$ cat src/rtl/mux_2_1_pkg.sv
// Shared constants for the registered 2-to-1 selector and the upstream logic that drives its select.
package mux_2_1_pkg;

  localparam int DATA_W = 16;

  localparam logic SEL_IN1 = 1'b0;
  localparam logic SEL_IN2 = 1'b1;

endpackage

$ cat src/rtl/mux_2_1.sv
// Registered 2-to-1 data selector: out takes in2 when sel is 1, otherwise in1.
// Latency: 1 cycle, one selection per cycle, sync active-high reset clears out.
// Backpressure: none, every edge produces a result.
module mux_2_1
  import mux_2_1_pkg::*;
#(
  parameter int WIDTH = DATA_W
) (
  input  logic             clk,
  input  logic             rst,
  input  logic [WIDTH-1:0] in1,
  input  logic [WIDTH-1:0] in2,
  input  logic             sel,
  output logic [WIDTH-1:0] out
);

  generate
    if (WIDTH < 1) begin : g_width_check
      $error("mux_2_1: WIDTH must be at least 1");
    end
  endgenerate

  // Only an explicit SEL_IN2 picks in2; any other select value, X included, falls to in1.
  always_ff @(posedge clk) begin
    if (rst) begin
      out <= '0;
    end else if (sel == SEL_IN2) begin
      out <= in2;
    end else begin
      out <= in1;
    end
  end

endmodule

$ cat config.mk
export PLATFORM = sky130hd
export DESIGN_NAME = mux_2_1
export DESIGN_NICKNAME = d
export VERILOG_FILES = /design/src/rtl/mux_2_1_pkg.sv /design/src/rtl/mux_2_1.sv
export SDC_FILE = /design/constraint.sdc
export NUM_CORES = 1
export LEC_CHECK = 0
export CAP_MARGIN = 20
export CORE_UTILIZATION = 30
export CTS_CLUSTER_DIAMETER = 150
export DETAILED_ROUTE_END_ITERATION = 7
export PLACE_DENSITY = 0.77
export SYNTH_ARGS = -nofsm -noshare
export SYNTH_HDL_FRONTEND = slang
export SYNTH_SLANG_ARGS = --single-unit
$ cat constraint.sdc
create_clock -name clk -period 1.3 [get_ports clk]
set_input_delay 0.13 -clock clk [delete_from_list [all_inputs] [get_ports clk]]
set_output_delay 0.13 -clock clk [all_outputs]
set_load 0.02 [all_outputs]
==> results of run 1 <==
## worst max-delay path by stage
stage	cells past startpoint	end	slack, ns
after global placement	4	out[0]	0.11
after detailed placement	4	out[14]	0.09
final	1	out[2]	0.23
after floorplan	4	out[10]	0.59
after global routing	1	out[3]	0.18
after CTS	1	out[2]	0.23
## cell type report
cell class | instances | area [µm²] | area share, %
sequential | 16 | 320 | 28.7
timing repair buffer | 52 | 508 | 45.5
tap | 25 | 31.3 | 2.80
multi-input combinational | 32 | 220 | 19.7
clock buffer | 4 | 36.3 | 3.25
## layout by cell type (no fill, tap or decap)
master	instances
sky130_fd_sc_hd__mux2i_1	16
sky130_fd_sc_hd__buf_4	1
sky130_fd_sc_hd__dfxtp_1	16
sky130_fd_sc_hd__dlygate4sd2_1	16
sky130_fd_sc_hd__clkbuf_4	3
sky130_fd_sc_hd__nor2_1	16
sky130_fd_sc_hd__buf_12	1
sky130_fd_sc_hd__clkbuf_8	1
sky130_fd_sc_hd__clkdlybuf4s50_1	34
## per-stage QoR
step | hold slack, ns | cell area [µm²] | util, % | total power [mW] | cells
after floorplan | 0.274 | 581 | - | 0.653 | 52
after global placement | 0.738 | 1100 | 62.3 | 0.820 | 125
after detailed placement | 0.747 | 1100 | 62.3 | 0.824 | 125
after CTS | 0.445 | 1120 | 63.3 | 1.11 | 129
after global routing | 0.446 | 1120 | 63.3 | 1.16 | 129
final | 0.448 | 1120 | 63.3 | 1.10 | 129
## logic make-up after synthesis
group	synth area share, %
AND/OR/NAND/NOR	10.3
flip-flops	55.2
multiplexers	27.6
buffers and inverters	6.90
## power groups by stage
stage	clock (mW)	combinational [mW]	sequential (mW)
floorplan	0	0.0682	0.585
global placement	0	0.279	0.541
detailed placement	0	0.282	0.542
CTS	0.323	0.260	0.529
global route	0.351	0.275	0.532
finish	0.317	0.256	0.528
## layer usage
metal / global-route usage (%) / vias to the layer above / share of wire (%)
met5: 0 / - / 0
met2: 22.3 / 30 / 50
li1: - / 272 / -
met4: 8.82 / 0 / 1.4
met3: 5.56 / 2 / 12
met1: 13.2 / 227 / 37
## tightest hold or removal path, cell delays in order
cell and delay, ns:
sky130_fd_sc_hd__clkdlybuf4s50_1 0.39, sky130_fd_sc_hd__mux2i_1 0.12, sky130_fd_sc_hd__nor2_1 0.05
## what timing repair did
action	CTS	global route
gates resized for setup	16	0
setup endpoints to repair	16	0
endpoints found under the hold margin	0	0
==> load_flow_metrics.sql, run 1 <==
INSERT INTO impl_metrics (metric_group, metric, value, unit) VALUES
('worst_setup_path', 'setup.worst_path.start_class', 'flop', ''),
('yosys', 'syn_nets', '87', ''),
('route', 'vias', '531', ''),
('placed_design', 'dp_slack', '0.0885', 'ns'),
('worst_setup_path', 'crit_family', 'buffers and inverters', ''),
('clocking', 'cts_tree', 'done', ''),
('worst_setup_path', 'critical_path.endpoint_type', 'output port', ''),
('yosys', 'synth_seq_area_share', '55.2', '%'),
('worst_setup_path', 'timing.critical_path.cells', 'dlygate4sd2_1', ''),
('global_routing', 'global_route.overflow_total', '0', ''),
('power_and_ir_drop', 'power_frac_seq', '48.0', '%'),
('floorplan', 'die_area', '2120', 'µm²'),
('route', 'drt-initial-drc-count', '6', ''),
('floorplan', 'initial_core_util', '32.9', '%'),
('yosys', 'synth_async_sr_flop_share', '0', '%'),
('power_and_ir_drop', 'clockPowerShare', '28.7', '%'),
('yosys', 'synthDominantAreaCellType', 'sky130_fd_sc_hd__dfxtp_1', ''),
('global_routing', 'grt_pass1_vias', '480', ''),
('clocking', 'tritoncts_num_sinks', '16', ''),
('sta', 'finalMaxSlewViolations', '0', ''),
('clocking', 'cts_hold_buffers', '0', ''),
('hold_path', 'hold_end', 'out[12]', ''),
('hold_path', 'min_delay_path_depth', '3', ''),
('final_layout', 'syn_to_final_growth', '92.2', '%'),
('yosys', 'ys_top_cells_by_count', 'sky130_fd_sc_hd__dfxtp_1, sky130_fd_sc_hd__mux2i_1, sky130_fd_sc_hd__nor2_1', ''),
('power_and_ir_drop', 'max-vdd-ir-drop', '0.625', 'mV'),
('route', 'detail_route.first_pass.iterations', '2', ''),
('clocking', 'clk_pin_slew', '0.10', 'ns'),
('floorplan', 'die_w', '46.0', 'µm'),
('final_layout', 'largest_register_ffs', '16', ''),
('yosys', 'post-synth-top-area-fraction', '55.2', '%'),
('worst_setup_path', 'critPathSlowestCell', 'sky130_fd_sc_hd__dlygate4sd2_1', ''),
('route', 'post-route-drc-count', '0', ''),
('worst_setup_path', 'startpoint', 'out[2]', ''),
('power_and_ir_drop', 'switching_power', '0.254', 'mW'),
('yosys', 'mapped_area', '581', 'µm²'),
('floorplan', 'num_rows', '15', ''),
('clocking', 'cts.root.buffer_cell', 'sky130_fd_sc_hd__clkbuf_4', ''),
('status', 'run_status', 'completed', ''),
('sta', 'worst_pin_slew', '0.231', 'ns'),
('yosys', 'syn_inst', '52', ''),
('floorplan', 'height_of_the_die', '46.0', 'µm'),
('clocking', 'cts-buffers-inserted', '3', ''),
('power_and_ir_drop', 'leakagePower', '0.535', 'nW'),
('global_routing', 'grt_max_degree', '17', ''),
('power_and_ir_drop', 'switching_share', '23.1', '%'),
('sta', 'finalWorstPathRequiredPeriod', '1.07', 'ns'),
('sta', 'totalNegativeSetupSlack', '0', 'ns'),
('sta', 'final-setup-viol-count', '0', ''),
('hold_path', 'worst_min_path_class', 'primary input to flop', ''),
('yosys', 'synthTopCellsByArea', 'sky130_fd_sc_hd__dfxtp_1, sky130_fd_sc_hd__mux2i_1, sky130_fd_sc_hd__nor2_1', ''),
('final_layout', 'finalNetCount', '140', ''),
('yosys', 'number_of_enable_flip_flop_cells_after_synthesis', '0', ''),
('clocking', 'ctsHtreeMaxLevel', '1', ''),
('final_layout', 'fraction_of_layout_instances_using_a_drive_strength_above_1', '5.77', '%'),
('floorplan', 'pin_count', '51', ''),
('placed_design', 'gp_routability_congestion', '0.623', ''),
('clocking', 'post_cts.repair.setup_buffers', '0', ''),
('sta', 'hold_viol', '0', ''),
('sta', 'finalCritPeriodShare', '82.0', '%'),
('sta', 'fmaxAchievable', '939', 'MHz'),
('worst_setup_path', 'critPathArrivalTime', '0.94', 'ns'),
('final_layout', 'antennaDiodeCount', '0', ''),
('placed_design', 'place.port_buffers', '50', ''),
('hold_path', 'holdCritStartpoint', 'in1[12]', ''),
('sta', 'pnr_worst_setup_slack', '0.234', 'ns'),
('final_layout', 'largest_registers', 'out (16)', ''),
('yosys', 'synth.distinct_cells', '7', ''),
('route', 'viasPerCell', '4.12', ''),
('yosys', 'synth-seq-cells', '16', ''),
('yosys', 'postSynth.topFlopCell', 'sky130_fd_sc_hd__dfxtp_1', '');
No activity file was read; power rests on OpenSTA's default activity.
==> run 2, diff against run 1 <==
- clock period: 1.3 -> 1 ns (I/O delays scaled with it)
==> load_flow_metrics.sql, run 2 (synthesized netlist as in run 1, its figures left out) <==
INSERT INTO impl_metrics (metric_group, metric, value, unit) VALUES
('final_layout', 'antennaDiodeCount', '0', ''),
('worst_setup_path', 'crit_family', 'flip-flops', ''),
('worst_setup_path', 'critPathArrivalTime', '0.85', 'ns'),
('sta', 'worst_pin_slew', '0.133', 'ns'),
('floorplan', 'initial_core_util', '32.9', '%'),
('worst_setup_path', 'critPathSlowestCell', 'sky130_fd_sc_hd__dfxtp_1', ''),
('route', 'post-route-drc-count', '0', ''),
('power_and_ir_drop', 'max-vdd-ir-drop', '0.694', 'mV'),
('route', 'antenna_left', '0', ''),
('worst_setup_path', 'worst-path-max-fanout', '1', ''),
('global_routing', 'grt_max_degree', '17', ''),
('placed_design', 'gp_routability_congestion', '0.625', ''),
('final_layout', 'syn_to_final_growth', '89.7', '%'),
('global_routing', 'grt_antenna_before_repair', '0', ''),
('sta', 'final-setup-viol-count', '0', ''),
('final_layout', 'largest_registers', 'out (16)', ''),
('global_routing', 'global_route.overflow_total', '0', ''),
('final_layout', 'layout.cells.most_common', 'sky130_fd_sc_hd__clkdlybuf4s50_1', ''),
('clocking', 'worst_case_clock_buffer_depth', '2', ''),
('sta', 'finalWorstPathRequiredPeriod', '0.954', 'ns'),
('worst_setup_path', 'critical_path.endpoint_type', 'output port', ''),
('clocking', 'cts.root.buffer_cell', 'sky130_fd_sc_hd__clkbuf_4', ''),
('sta', 'hold_viol', '0', ''),
('floorplan', 'die_area', '2120', 'µm²'),
('floorplan', 'height_of_the_die', '46.0', 'µm'),
('final_layout', 'finalCoreUtilization', '62.4', '%'),
('placed_design', 'place_hpwl', '1.02', 'mm'),
('clocking', 'clk_pin_slew', '0.09', 'ns'),
('sta', 'finalMaxSlewViolations', '0', ''),
('route', 'post_drt_wl_per_cell', '9.82', 'µm'),
('route', 'viasPerCell', '4.08', ''),
('sta', 'finalCritPeriodShare', '95.4', '%'),
('worst_setup_path', 'cp-endpoint', 'out[2]', ''),
('worst_setup_path', 'timing.critical_path.cells', 'clkdlybuf4s15_2', ''),
('floorplan', 'die_w', '46.0', 'µm'),
('power_and_ir_drop', 'fin_total_pwr', '1.44', 'mW'),
('run', 'max_cap_violations', '0', ''),
('power_and_ir_drop', 'leakagePower', '0.502', 'nW'),
('global_routing', 'global_route_wire_length_before_repair', '2.02', 'mm'),
('final_layout', 'layout.cells.non_filler', '130', ''),
('placed_design', 'place.port_buffers', '50', ''),
('clocking', 'tritoncts_num_sinks', '16', ''),
('final_layout', 'fillers', '159', ''),
('sta', 'totalNegativeSetupSlack', '0', 'ns'),
('route', 'detail_route.first_pass.iterations', '2', ''),
('sta', 'timing.max_slew.rel_slack', '90.9', '%'),
('global_routing', 'grt_util_all_layers', '14.1', '%'),
('sta', 'fmaxAchievable', '1050', 'MHz'),
('worst_setup_path', 'timing.critical_path.required', '0.90', 'ns'),
('final_layout', 'finalNetCount', '141', ''),
('clocking', 'cts_hold_buffers', '0', ''),
('floorplan', 'pin_count', '51', ''),
('final_layout', 'registers.top_by_ff_count', 'out', ''),
('sta', 'grt_setup_unrepaired', 'false', ''),
('route', 'drt-initial-drc-count', '1', ''),
('clocking', 'cts_tree', 'done', ''),
('final_layout', 'largest_register_ffs', '16', ''),
('route', 'vias', '530', ''),
('floorplan', 'fp.coreArea', '1760', 'µm²'),
('global_routing', 'grt_pass1_vias', '503', ''),
('worst_setup_path', 'startpoint', 'out[2]', ''),
('final_layout', 'most-common-layout-cells', 'sky130_fd_sc_hd__clkdlybuf4s50_1, sky130_fd_sc_hd__mux2i_1, sky130_fd_sc_hd__nor2_1, sky130_fd_sc_hd__dfxtp_1, sky130_fd_sc_hd__clkbuf_2', ''),
('clocking', 'ctsHtreeMaxLevel', '1', ''),
('status', 'run_status', 'completed', ''),
('clocking', 'cts-buffers-inserted', '3', ''),
('worst_setup_path', 'critical_path_depth', '1', ''),
('placed_design', 'numPlacedInstances', '126', ''),
('power_and_ir_drop', 'power_per_cell_area', '1300', 'nW/µm²'),
('floorplan', 'num_rows', '15', ''),
('worst_setup_path', 'setup.worst_path.class', 'flop to output port', ''),
('worst_setup_path', 'crit_buf_inv', '1', ''),
('worst_setup_path', 'critical-path-max-stage-delay', '0.33', 'ns'),
('final_layout', 'fraction_of_layout_instances_using_a_drive_strength_above_1', '21.9', '%'),
('hold_path', 'worst_min_path_class', 'primary input to flop', ''),
('route', 'routed_wl', '1.28', 'mm'),
('worst_setup_path', 'setup.worst_path.start_class', 'flop', '');
## run 2: changes by cell type in the layout (fill, tap and decap cells not counted), sizes merged
cell and change:
buf +2, clkbuf +9, dlygate4sd2 -16, clkdlybuf4s15 +6
## run 2: cell type report
type | count | area, µm² | share of cell area [%]
clock buffer | 4 | 36.3 | 3.30
sequential | 16 | 320 | 29.1
tap | 25 | 31.3 | 2.84
timing repair buffer | 53 | 493 | 44.8
multi-input combinational | 32 | 220 | 20.0
## run 2: worst min path at each step
stage	startpoint	endpoint	slack, ns	cells past startpoint
floorplan	in1[0]	out[0]	0.24	2
global placement	in1[15]	out[15]	0.71	3
detailed placement	in1[7]	out[7]	0.72	3
CTS	in1[7]	out[7]	0.42	3
global route	in1[6]	out[6]	0.42	3
finish	in1[15]	out[15]	0.43	3
## run 2: metal layers
| metal | GRT usage, % | wire length [µm] | vias up |
|---|---|---|---|
| met5 | 0 | 0 | - |
| met4 | 5.88 | 10 | 0 |
| met3 | 7.94 | 157 | 2 |
| met2 | 23.9 | 629 | 30 |
| met1 | 14.0 | 480 | 221 |
| li1 | - | - | 277 |
## run 2: through the flow
stage,area [µm²],worst slack [ns],hold WS (ns)
3_3_place_gp,1110,-0.146,0.708
3_5_place_dp,1110,-0.161,0.717
4_1_cts,1150,0.00133,0.419
2_1_floorplan,581,0.318,0.244
5_1_grt,1100,0.00581,0.423
6_report,1100,0.0457,0.427
## run 2: what timing repair did
item	CTS	global route
gates cloned	0	0
buffers inserted	0	0
gates resized for setup	39	10
endpoints found under the hold margin	0	0
setup endpoints to repair	16	10
## run 2: report_power, final
group	internal, mW	switching, mW
Clock	0.221	0.188
Combinational	0.204	0.133
Sequential	0.680	0.0100
Total	1.10	0.331
==> patch, RTL diff (flow settings as in run 2) <==
Put one more register stage on the output `out`, with the module's reset. The value now appears one clock later. Comments in the files are not updated.
--- a/src/rtl/mux_2_1.sv
+++ b/src/rtl/mux_2_1.sv
@@ -14,6 +14,8 @@
   output logic [WIDTH-1:0] out
 );
 
+  logic [WIDTH-1:0] out_s0;
+
   generate
     if (WIDTH < 1) begin : g_width_check
       $error("mux_2_1: WIDTH must be at least 1");
@@ -23,11 +25,19 @@
   // Only an explicit SEL_IN2 picks in2; any other select value, X included, falls to in1.
   always_ff @(posedge clk) begin
     if (rst) begin
+      out_s0 <= '0;
+    end else if (sel == SEL_IN2) begin
+      out_s0 <= in2;
+    end else begin
+      out_s0 <= in1;
+    end
+  end
+
+  always_ff @(posedge clk) begin
+    if (rst) begin
       out <= '0;
-    end else if (sel == SEL_IN2) begin
-      out <= in2;
     end else begin
-      out <= in1;
+      out <= out_s0;
     end
   end
 
Check against the original RTL: not equivalent (a bounded check fails within 4 cycles, from zero or initial values and one cycle with rst high).
==> patch against run 2 <==
  * Total power is 82% higher
  * Wire length is 48% higher
  * Sequential power is 97% higher
  * Critical path type unchanged
  * Sequential share of layout area is 12 points higher
  * Maximum frequency is 7.1% higher
  * Cell area is 41% higher
  * Synthesized cell count is 63% higher
  * Sequential cell count is 16 higher
  * Die area is 70% higher
  * Largest power group unchanged
  * Core utilization is 13 points lower
  * Area after synthesis is 73% higher
  * Setup slack better by 0.063 ns
==> patch: results (changes against run 2) <==
| Group | Quantity | Value | vs run 2 |
| --- | --- | --- | --- |
| synth | Unique cell type count in the Yosys netlist | 8 | +1 |
| synth | Synthesized Nets | 120 | +38% |
| worst hold path | Hold Path Origin | in1[12] |  |
| synth | Multiplexer area fraction after synthesis | 15.9% | -12 points |
| global route | Largest net degree at the start of global routing | 33 | +16 |
| placed design | Half-perimeter wire length after placement | 1450 um | +42% |
| pwr | Internal power of the cells | 2.07 mW | +88% |
| synth | Leading post-synthesis cells by instance count | dfxtp_1, mux2i_1, nor2_1, nor2b_1, buf_2 |  |
| clock tree | Insertion delay of the later-clocked pin in the worst-skew pair | 0.32 ns |  |
| global route | Gr usage total | 12.1% | -2.0 points |
| critical path | Worst Setup SP | out[15]$_SDFF_PP0_ |  |
| worst hold path | Hold Path End | out_s0[12]$_SDFF_PP0_ |  |
| critical path | Critical path capture point | out[15] |  |
| synth | Synthesized netlist cell count | 85 | +63% |
| placed design | Weighted congestion reported at the end of routability-driven placement | 0.676 | +8.2% |
| global route | Via count of the first global-routing pass | 739 | +47% |
| drt | Initial DRC Count | 2 | +1 |
| pwr | Max rail drop VDD | 0.915 mV | +32% |
| cells and area | Filler Cells Inserted | 315 | +98% |
| synth | Top post-synthesis cells by area | dfxtp_1, mux2i_1, nor2b_1, nor2_1, buf_12 |  |
| synth | Fraction of the yosys area taken by sequential cells | 63.7% | +8.5 points |
| drt | Total number of vias | 754 | +42% |
| placed design | Cell total after placement | 176 | +40% |
| drt | Average wire length per cell after detail routing | 10.2 um | +4.2% |
| cells and area | Number of nets in the layout | 174 | +23% |
| pwr | Leakage power | 0.703 nW | +40% |
| clock tree | CTS buffer count | 5 | +2 |
| run status | Status | finished, final reports clean |  |
| cells and area | Fraction of layout instances using a drive strength above 1 | 17.9% | -4.0 points |
| cells and area | Registers with the most flip-flops | out x16, out_s0 x16 |  |
| cells and area | Layout Cells excl Fill | 184 | +42% |
| clock tree | CTS HTree Levels | 2 | +1 |
| global route | Wire length of the first global-routing pass | 3020 um | +50% |
| pwr | Comb pwr share | 12.9% | -10 points |
| synth | Count of flip-flops with a built-in enable after synthesis | 0 | unchanged |
| pwr | Clock group total power | 0.923 mW | +130% |
| critical path | Data arrival, critical path | 0.79 ns | -0.06 ns |
| sta | Relative slew margins | 89.4% | -1.5 points |
| sta | Final-layout worst hold slack | 0.389 ns | -0.0380 ns |
-- patch: cell types whose count changed in the layout (fill, tap and decap cells not counted) --
cell,before,now
clkbuf_4,3,5
dfxtp_1,16,32
clkinv_2,0,1
nor2b_1,0,16
clkbuf_8,1,0
buf_12,1,2
clkbuf_1,0,1
buf_4,2,0
buf_2,1,16
clkdlybuf4s15_2,6,0
bufinv_16,0,1
clkbuf_2,9,0
-- patch: repair_timing --
| action | in CTS | in global routing |
|---|---|---|
| gates resized for setup | 57 | 7 |
| setup buffers | 0 | 0 |
| pin swaps | 0 | 0 |
| setup endpoints to repair | 16 | 7 |
-- patch: stage by stage --
stage          cell area [um^2]  utilization (%)  setup slack, ns
6_report                   1550             49.6            0.109
5_1_grt                    1550             49.6           0.0576
4_1_cts                    1600             51.0          0.00159
3_5_place_dp               1560             49.8           -0.195
3_3_place_gp               1560             49.8           -0.152
2_1_floorplan              1010                -            0.307
-- patch: worst min-delay path, cell delays in order --
cell,delay (ns)
clkdlybuf4s50_1,0.40
mux2i_1,0.12
nor2_1,0.05
-- patch: layout make-up --
class                   instances  share of cell area (%)
clock buffers                   6                    2.66
clock inverters                 2                    2.26
multi-input cells              48                    20.6
flip-flops and latches         32                    41.3
well taps                      44                    3.55
repair buffers                 52                    29.7
-- patch: layer usage --
metal	global-route usage, %	up-vias	part of all wire [%]
met5	0	-	0
met4	12.3	0	5.3
met3	3.68	11	6.6
met2	21.1	33	53
met1	10.7	333	35
li1	-	377	-
-- patch: kinds of logic after synthesis --
| family | Yosys count |
|---|---|
| mux | 16 |
| simple gates | 32 |
| buf+inv | 5 |
| flops | 32 |
